### config.mk
export PLATFORM = sky130hd
export DESIGN_NAME = alu_multdiv
export DESIGN_NICKNAME = d
export VERILOG_FILES = /design/src/rtl/alu_multdiv.sv
export SDC_FILE = /design/constraint.sdc
export NUM_CORES = 1
export LEC_CHECK = 0
export CORE_UTILIZATION = 55
export CTS_CLUSTER_SIZE = 10
export DETAILED_ROUTE_END_ITERATION = 10
export GPL_TIMING_DRIVEN = 1
export PLACE_DENSITY = 0.74
export SYNTH_ARGS = -nofsm -noshare
export SYNTH_HDL_FRONTEND = slang
export SYNTH_SLANG_ARGS = --single-unit
### constraint.sdc
create_clock -name clock -period 3.85 [get_ports clock]
set_input_delay 0.77 -clock clock [delete_from_list [all_inputs] [get_ports clock]]
set_output_delay 0.77 -clock clock [all_outputs]
set_load 0.005 [all_outputs]
### src/rtl/alu_multdiv.sv
`default_nettype none
// ============================================================================
// alu_multdiv : iterative 32-bit signed multiply (radix-2 Booth) and
//               restoring divide, fixed 33-cycle start-to-ready latency.
// Rev 1.0
// ============================================================================
module alu_multdiv #(
  parameter int WIDTH    = 32,
  parameter int CNT_BITS = 6
) (
  input  logic             clock,
  input  logic             reset,
  input  logic [WIDTH-1:0] data_operandA,
  input  logic [WIDTH-1:0] data_operandB,
  input  logic             ctrl_MULT,
  input  logic             ctrl_DIV,
  output logic [WIDTH-1:0] data_result,
  output logic             data_exception,
  output logic             data_resultRDY,
  output logic             busy
);

  typedef enum logic [1:0] {
    S_IDLE = 2'd0,
    S_MULT = 2'd1,
    S_DIV  = 2'd2,
    S_DONE = 2'd3
  } state_e;

  localparam logic [CNT_BITS-1:0] C_LAST = CNT_BITS'(WIDTH - 1);
  localparam logic [CNT_BITS-1:0] C_ONE  = CNT_BITS'(1);
  localparam logic [WIDTH-1:0]    C_MIN  = {1'b1, {(WIDTH-1){1'b0}}};

  state_e              state_q, state_d;
  logic [CNT_BITS-1:0] cnt_q, cnt_d;
  logic [2*WIDTH:0]    acc_q, acc_d;     // {A/remainder, Q/quotient, q-1}
  logic [WIDTH-1:0]    m_q, m_d;         // multiplicand or divisor magnitude
  logic                is_div_q, is_div_d;
  logic                neg_q, neg_d;
  logic                dbz_q, dbz_d;
  logic                ovf_q, ovf_d;
  logic [WIDTH-1:0]    result_q, result_d;
  logic                exc_q, exc_d;
  logic                rdy_q, rdy_d;

  logic             start;
  logic [WIDTH-1:0] acc_a, acc_qr;
  logic             acc_qm1;
  logic [WIDTH:0]   booth_sum, a_ext, m_ext;
  logic [WIDTH:0]   r_sh, trial;
  logic [2*WIDTH:0] booth_next, div_next;
  logic [WIDTH-1:0] abs_a, abs_b;
  logic [2*WIDTH-WIDTH:0] prod_hi;

  assign start   = ctrl_MULT ^ ctrl_DIV;
  assign acc_a   = acc_q[2*WIDTH:WIDTH+1];
  assign acc_qr  = acc_q[WIDTH:1];
  assign acc_qm1 = acc_q[0];
  assign prod_hi = acc_q[2*WIDTH:WIDTH];

  // Negation reuses the invert-plus-one path throughout.
  assign abs_a = data_operandA[WIDTH-1] ? (~data_operandA + 1'b1) : data_operandA;
  assign abs_b = data_operandB[WIDTH-1] ? (~data_operandB + 1'b1) : data_operandB;

  // Booth step on a 33-bit sum so the add/sub of the most negative
  // multiplicand cannot wrap before the arithmetic shift.
  always_comb begin
    a_ext = {acc_a[WIDTH-1], acc_a};
    m_ext = {m_q[WIDTH-1], m_q};
    case ({acc_qr[0], acc_qm1})
      2'b01:   booth_sum = a_ext + m_ext;
      2'b10:   booth_sum = a_ext + ~m_ext + 1'b1;
      default: booth_sum = a_ext;
    endcase
    booth_next = {booth_sum, acc_qr};
  end

  // Restoring divide step: shift remainder/quotient left, try subtract.
  always_comb begin
    r_sh  = {acc_a, acc_qr[WIDTH-1]};
    trial = r_sh + ~{1'b0, m_q} + 1'b1;
    if (!trial[WIDTH])
      div_next = {trial[WIDTH-1:0], acc_qr[WIDTH-2:0], 1'b1, 1'b0};
    else
      div_next = {r_sh[WIDTH-1:0], acc_qr[WIDTH-2:0], 1'b0, 1'b0};
  end

  always_comb begin
    state_d  = state_q;
    cnt_d    = cnt_q;
    acc_d    = acc_q;
    m_d      = m_q;
    is_div_d = is_div_q;
    neg_d    = neg_q;
    dbz_d    = dbz_q;
    ovf_d    = ovf_q;
    result_d = result_q;
    exc_d    = exc_q;
    rdy_d    = 1'b0;

    if (start) begin
      cnt_d    = '0;
      is_div_d = ctrl_DIV;
      neg_d    = data_operandA[WIDTH-1] ^ data_operandB[WIDTH-1];
      dbz_d    = (data_operandB == '0);
      ovf_d    = (data_operandA == C_MIN) && (data_operandB == '1);
      if (ctrl_MULT) begin
        state_d = S_MULT;
        m_d     = data_operandA;
        acc_d   = {{WIDTH{1'b0}}, data_operandB, 1'b0};
      end else begin
        state_d = S_DIV;
        m_d     = abs_b;
        acc_d   = {{WIDTH{1'b0}}, abs_a, 1'b0};
      end
    end else begin
      case (state_q)
        S_MULT, S_DIV: begin
          acc_d = (state_q == S_DIV) ? div_next : booth_next;
          cnt_d = cnt_q + C_ONE;
          if (cnt_q == C_LAST) begin
            state_d = S_DONE;
            cnt_d   = '0;
          end
        end
        S_DONE: begin
          state_d = S_IDLE;
          rdy_d   = 1'b1;
          if (!is_div_q) begin
            result_d = acc_qr;
            exc_d    = !((&prod_hi) || (~|prod_hi));
          end else if (dbz_q) begin
            result_d = '0;
            exc_d    = 1'b1;
          end else begin
            result_d = neg_q ? (~acc_qr + 1'b1) : acc_qr;
            exc_d    = ovf_q;
          end
        end
        default: state_d = S_IDLE;
      endcase
    end
  end

  always_ff @(posedge clock or negedge reset) begin
    if (!reset) begin
      state_q  <= S_IDLE;
      cnt_q    <= '0;
      acc_q    <= '0;
      m_q      <= '0;
      is_div_q <= 1'b0;
      neg_q    <= 1'b0;
      dbz_q    <= 1'b0;
      ovf_q    <= 1'b0;
      result_q <= '0;
      exc_q    <= 1'b0;
      rdy_q    <= 1'b0;
    end else begin
      state_q  <= state_d;
      cnt_q    <= cnt_d;
      acc_q    <= acc_d;
      m_q      <= m_d;
      is_div_q <= is_div_d;
      neg_q    <= neg_d;
      dbz_q    <= dbz_d;
      ovf_q    <= ovf_d;
      result_q <= result_d;
      exc_q    <= exc_d;
      rdy_q    <= rdy_d;
    end
  end

  assign data_result    = result_q;
  assign data_exception = exc_q;
  assign data_resultRDY = rdy_q;
  assign busy           = (state_q != S_IDLE);

endmodule
`default_nettype wire
# Yosys cells after proc, flatten, opt, wreduce, memory -nomap -nowiden
# Cells that the tools add are included.
# totals
in_bits	68
wordCells	74
regBits	143
# classes
n_reduce_logical	13
bitwise_logic	8
n_eq_ne	9
n_addsub	9
mux	23
# ops
op	n
$mux W65	4
$mux W32	6
$add A32 B1 Y32 const B	3
$not A32 Y32	3
$add A33 B1 Y33 const B	2
$add A33 B33 Y33	2
$pmux W33 S2	1
$eq A32 B32 Y1 const B	2
$add A32 B32 Y33	1
$mux W33	1
$not A32 Y33	1
$not A33 Y33	1
$reduce_and A33 Y1	1
$reduce_or A33 Y1	1
$logic_not A32 Y1	1
$mux W6	3
$mux W2	4
$add A6 B1 Y6 const B	1
$eq A2 B2 Y1 const B	3
$eq A6 B5 Y1 const B	1
$eq A2 B1 Y1 const B	2
$mux W1	4
$reduce_and A2 Y1	2
$reduce_bool A2 Y1	2
other kinds (8)	10

# Longest topological paths before layout
# depth
depth_word	7
depth_mapped	14
mapped_depth_nobuf	13

# Worst setup path before layout
# No wires, ideal clock.
# synth_path
kind	input to register
startpoint	input data_operandA[7]
endpoint	register acc_q[30]
path_buffers	1
cell_stages	10
slack_ns	0.188
arrival_time_ns	3.544
path_cell_list	or4_4 -> or3_4 -> or4_4 -> or3_1 -> buf_2 -> or3_4 -> o31ai_4 -> xor2_1 -> a211oi_1 -> a21o_1
# synth_between
elab_chain_cells	5
# synth_lines
item	line_no	rtl
start, declared	13	input logic [WIDTH-1:0] data_operandA,
$not A32 Y32	62	assign abs_a = data_operandA[WIDTH-1] ? (~data_operandA + 1'b1) : data_operandA;
$add A32 B1 Y32	62	
$mux W32	62	
$mux W33	107	if (ctrl_MULT) begin
$mux W65	101	if (start) begin
end signal, assigned	149	acc_q <= '0;
end signal, assigned	161	acc_q <= acc_d;
end, declared	36	logic [2*WIDTH:0] acc_q, acc_d;
# No other way between the ends.
# A chain may end at the register's enable or synchronous reset.

# Worst setup path after layout
# layout_path
startpoint	input data_operandB[8]
endpoint	register m_q[27]
# layout_between
elab_chain_cells	4
# layout_lines
item	line_no	rtl
start, declared	14	input logic [WIDTH-1:0] data_operandB,
$not A32 Y32	63	assign abs_b = data_operandB[WIDTH-1] ? (~data_operandB + 1'b1) : data_operandB;
$add A32 B1 Y32	63	
$mux W32	63	
$mux W32	107	
end signal, assigned	162	m_q <= m_d;
end, declared	37	logic [WIDTH-1:0] m_q, m_d;
# No other way between the ends.

==> results.json <==
{
  "powerDensity_mw_per_mm2": 713.0,
  "end_kind": "flip-flop",
  "antenna_cells": 0,
  "dr_total_vias": 17000,
  "vias_per_cell": 6.615,
  "placed_cell_area_mm2": 0.01784,
  "dr.pass1.iters": 7,
  "drc": 0,
  "yosysWarningCount": 0,
  "finalCriticalPeriod_ns": 3.773,
  "synthToLayoutAreaGrowth_pct": 18.32,
  "tritoncts": "yes",
  "cts_root_buf": "clkbuf_16",
  "ir_drop_mv": 0.5032,
  "finalSetupViolCount": 0,
  "synthFlopType": "dfrtp_1",
  "die_area_mm2": 0.02915,
  "boundaryPins": 103,
  "power.leakage_nw": 8.094,
  "dieWidth_um": 170.7,
  "fp.dieH_um": 170.7,
  "status": "finished clean",
  "maxCapViolations": 0,
  "ys_seq_elements": 143,
  "critPathArrivalTime_ns": 4.14,
  "finalCritPeriodShare_pct": 98.01,
  "final_common_cell": "nand2_1",
  "initial_core_util_pct": 56.20,
  "fillerInstances": 2447,
  "timing.fmax_ghz": 0.2650,
  "rsz0062_at_grt": "no",
  "layout.nets": 2356,
  "hold_path_class": "input port to async pin",
  "place_hpwl_um": 45010,
  "grt_overflow": 0,
  "slew_violations": 0,
  "synth_edf_count": 0,
  "core_mm2": 0.02786,
  "synth_fp_nets": 2214,
  "synth_cell_types": 76,
  "numCtsBuffers": 17,
  "ctsHoldBuffers": 0,
  "clk_latency_ns": 0.45,
  "syn_avg_cell_area_um2": 7.686,
  "clock_skew_ns": 0.01329,
  "tightest_slew_ns": 0.9369,
  "layout.cells.non_filler": 2570,
  "hold_violations": 0,
  "clockBufferDepth": 2,
  "antenna_found_initial": 0,
  "worst-setup-path-type": "input port to flip-flop",
  "dp.cells": 2538,
  "grt_max_degree": 87,
  "cts_setup_buffers": 0,
  "wl_um": 58850,
  "startpoint_type": "input port",
  "track_usage_pct": 40.08,
  "cp_max_fo": 4,
  "cts_num_sinks": 143,
  "final_cell_area_mm2": 0.01852,
  "drive_gt1_share_pct": 12.50,
  "post_drt_wl_per_cell_um": 22.90,
  "portBuffers": 102,
  "first_iter_violations": 2259,
  "seq_area_frac_synth_pct": 22.86,
  "htree_levels": 4,
  "syn-cell-area_mm2": 0.01566,
  "cts_resized": 0,
  "synthArstFlopShare_pct": 100.0,
  "slew_headroom_pct": 37.35,
  "path_clk_slew_ns": 0.07,
  "grt_pass1_wl_um": 88530,
  "place_congestion": 1.035,
  "required_ns": 4.22,
  "rows": 61,
  "syn-instance-count": 2037,
  "final_cell_mix": "nand2_1 (223), o21ai_0 (205), a21oi_1 (149)",
  "grt_pass1_vias": 15510,
  "ant_nets": 0
}
## path summary, 6_finish.rpt
| path | startpoint | end | slack, ns | cells after the start |
|---|---|---|---|---|
| setup / recovery | data_operandB[8] | m_q[27] | 0.08 | 9 |
| hold / removal | reset | acc_q[60] | 0.36 | 1 |
| setup reg to reg | acc_q[32] | acc_q[34] | 0.18 | 14 |
| hold reg to reg | data_result[10] | data_result[10] | 0.50 | 1 |
| max in group asynchronous | reset | acc_q[45] | 2.67 | 2 |
| min in group clock | data_result[10] | data_result[10] | 0.50 | 1 |
## critical path, stage by stage
cell and delay, ns:
clkdlybuf4s50_1 0.44, or4_4 0.54, or4_4 0.56, or4_4 0.51
or4_4 0.62, o41ai_4 0.31, xnor2_1 0.15, mux2i_1 0.09
o21ai_1 0.15
## power by group
group | switching [mW] | leakage (nW) | internal, mW | total (mW)
logic | 5.23 | 6.02 | 3.56 | 8.79
clock network | 0.783 | 0.293 | 0.933 | 1.72
registers | 0.703 | 1.78 | 2.00 | 2.70
## logic make-up (layout without fill, tap and decap cells)
logic type | count (synthesis) | after routing | share of synthesized area (%)
AO/OA/AOI/OAI | 705 | 705 | 29.33
XOR/XNOR | 160 | 160 | 8.951
adder cells (fa/ha/maj) | 109 | 109 | 8.855
buffers and inverters | 216 | 371 | 5.219
flip-flops | 143 | 143 | 22.86
multiplexers | 92 | 92 | 6.225
AND/OR/NAND/NOR | 612 | 612 | 18.56
## per-stage QoR
step                      hold slack (ns)  util [%]  power, mW  setup slack (ns)  TNS [ns]
final                              0.3623     66.49      13.21           0.07657         0
after detailed placement           0.4918     64.05      11.17           -0.3622    -4.991
after global routing               0.4517     66.49      14.01           0.01725         0
after floorplan                    0.4508         -      8.169            0.1881         0
after CTS                          0.4316     66.16      12.93           0.08216         0
after global placement             0.4770     64.05      11.02           -0.3064    -3.879
## cell usage after synthesis (all sizes together), types with 26 or more instances
cell type | instances | area share (%)
o21ai | 229 | 7.3
nand2 | 223 | 5.3
a21oi | 151 | 4.8
nor2 | 146 | 3.5
dfrtp | 143 | 23
clkbuf | 107 | 2.6
ha | 106 | 8.5
xor2 | 90 | 5.0
inv | 88 | 2.1
xnor2 | 70 | 3.9
mux2i | 49 | 3.1
mux2 | 43 | 3.1
a211oi | 40 | 1.9
a21o | 35 | 1.7
nand3 | 35 | 1.1
a22o | 34 | 1.9
nor3 | 32 | 1.0
o31ai | 30 | 1.6
nand4 | 28 | 1.1
or3 | 26 | 1.1
## flip-flops by register name, indices dropped and copies added (netlist names), 2 cells and up
| register | cells |
|---|---|
| acc_q | 65 |
| cnt_q | 6 |
| data_result | 32 |
| m_q | 32 |
| state_q | 2 |
## routing by layer
metal / share of wire, % / vias to the layer above / track usage (%) / wire length [um]
li1: - / 7801 / - / -
met1: 42 / 8120 / 55.31 / 24960
met2: 43 / 934 / 61.46 / 25490
met3: 10 / 146 / 7.680 / 6147
met4: 3.8 / 0 / 15.55 / 2252
met5: 0 / - / 0 / 0
## cell type report
class / count / area (um2) / share of cell area [%]
clock inverter: 14 / 148.9 / 0.8038
clock buffer: 18 / 439.2 / 2.371
tap: 378 / 473.0 / 2.553
multi-input combinational: 1678 / 11360 / 61.32
inverter: 89 / 334.1 / 1.803
sequential: 143 / 3578 / 19.32
timing repair buffer: 250 / 2191 / 11.83
No activity file was read; power rests on OpenSTA's default activity.
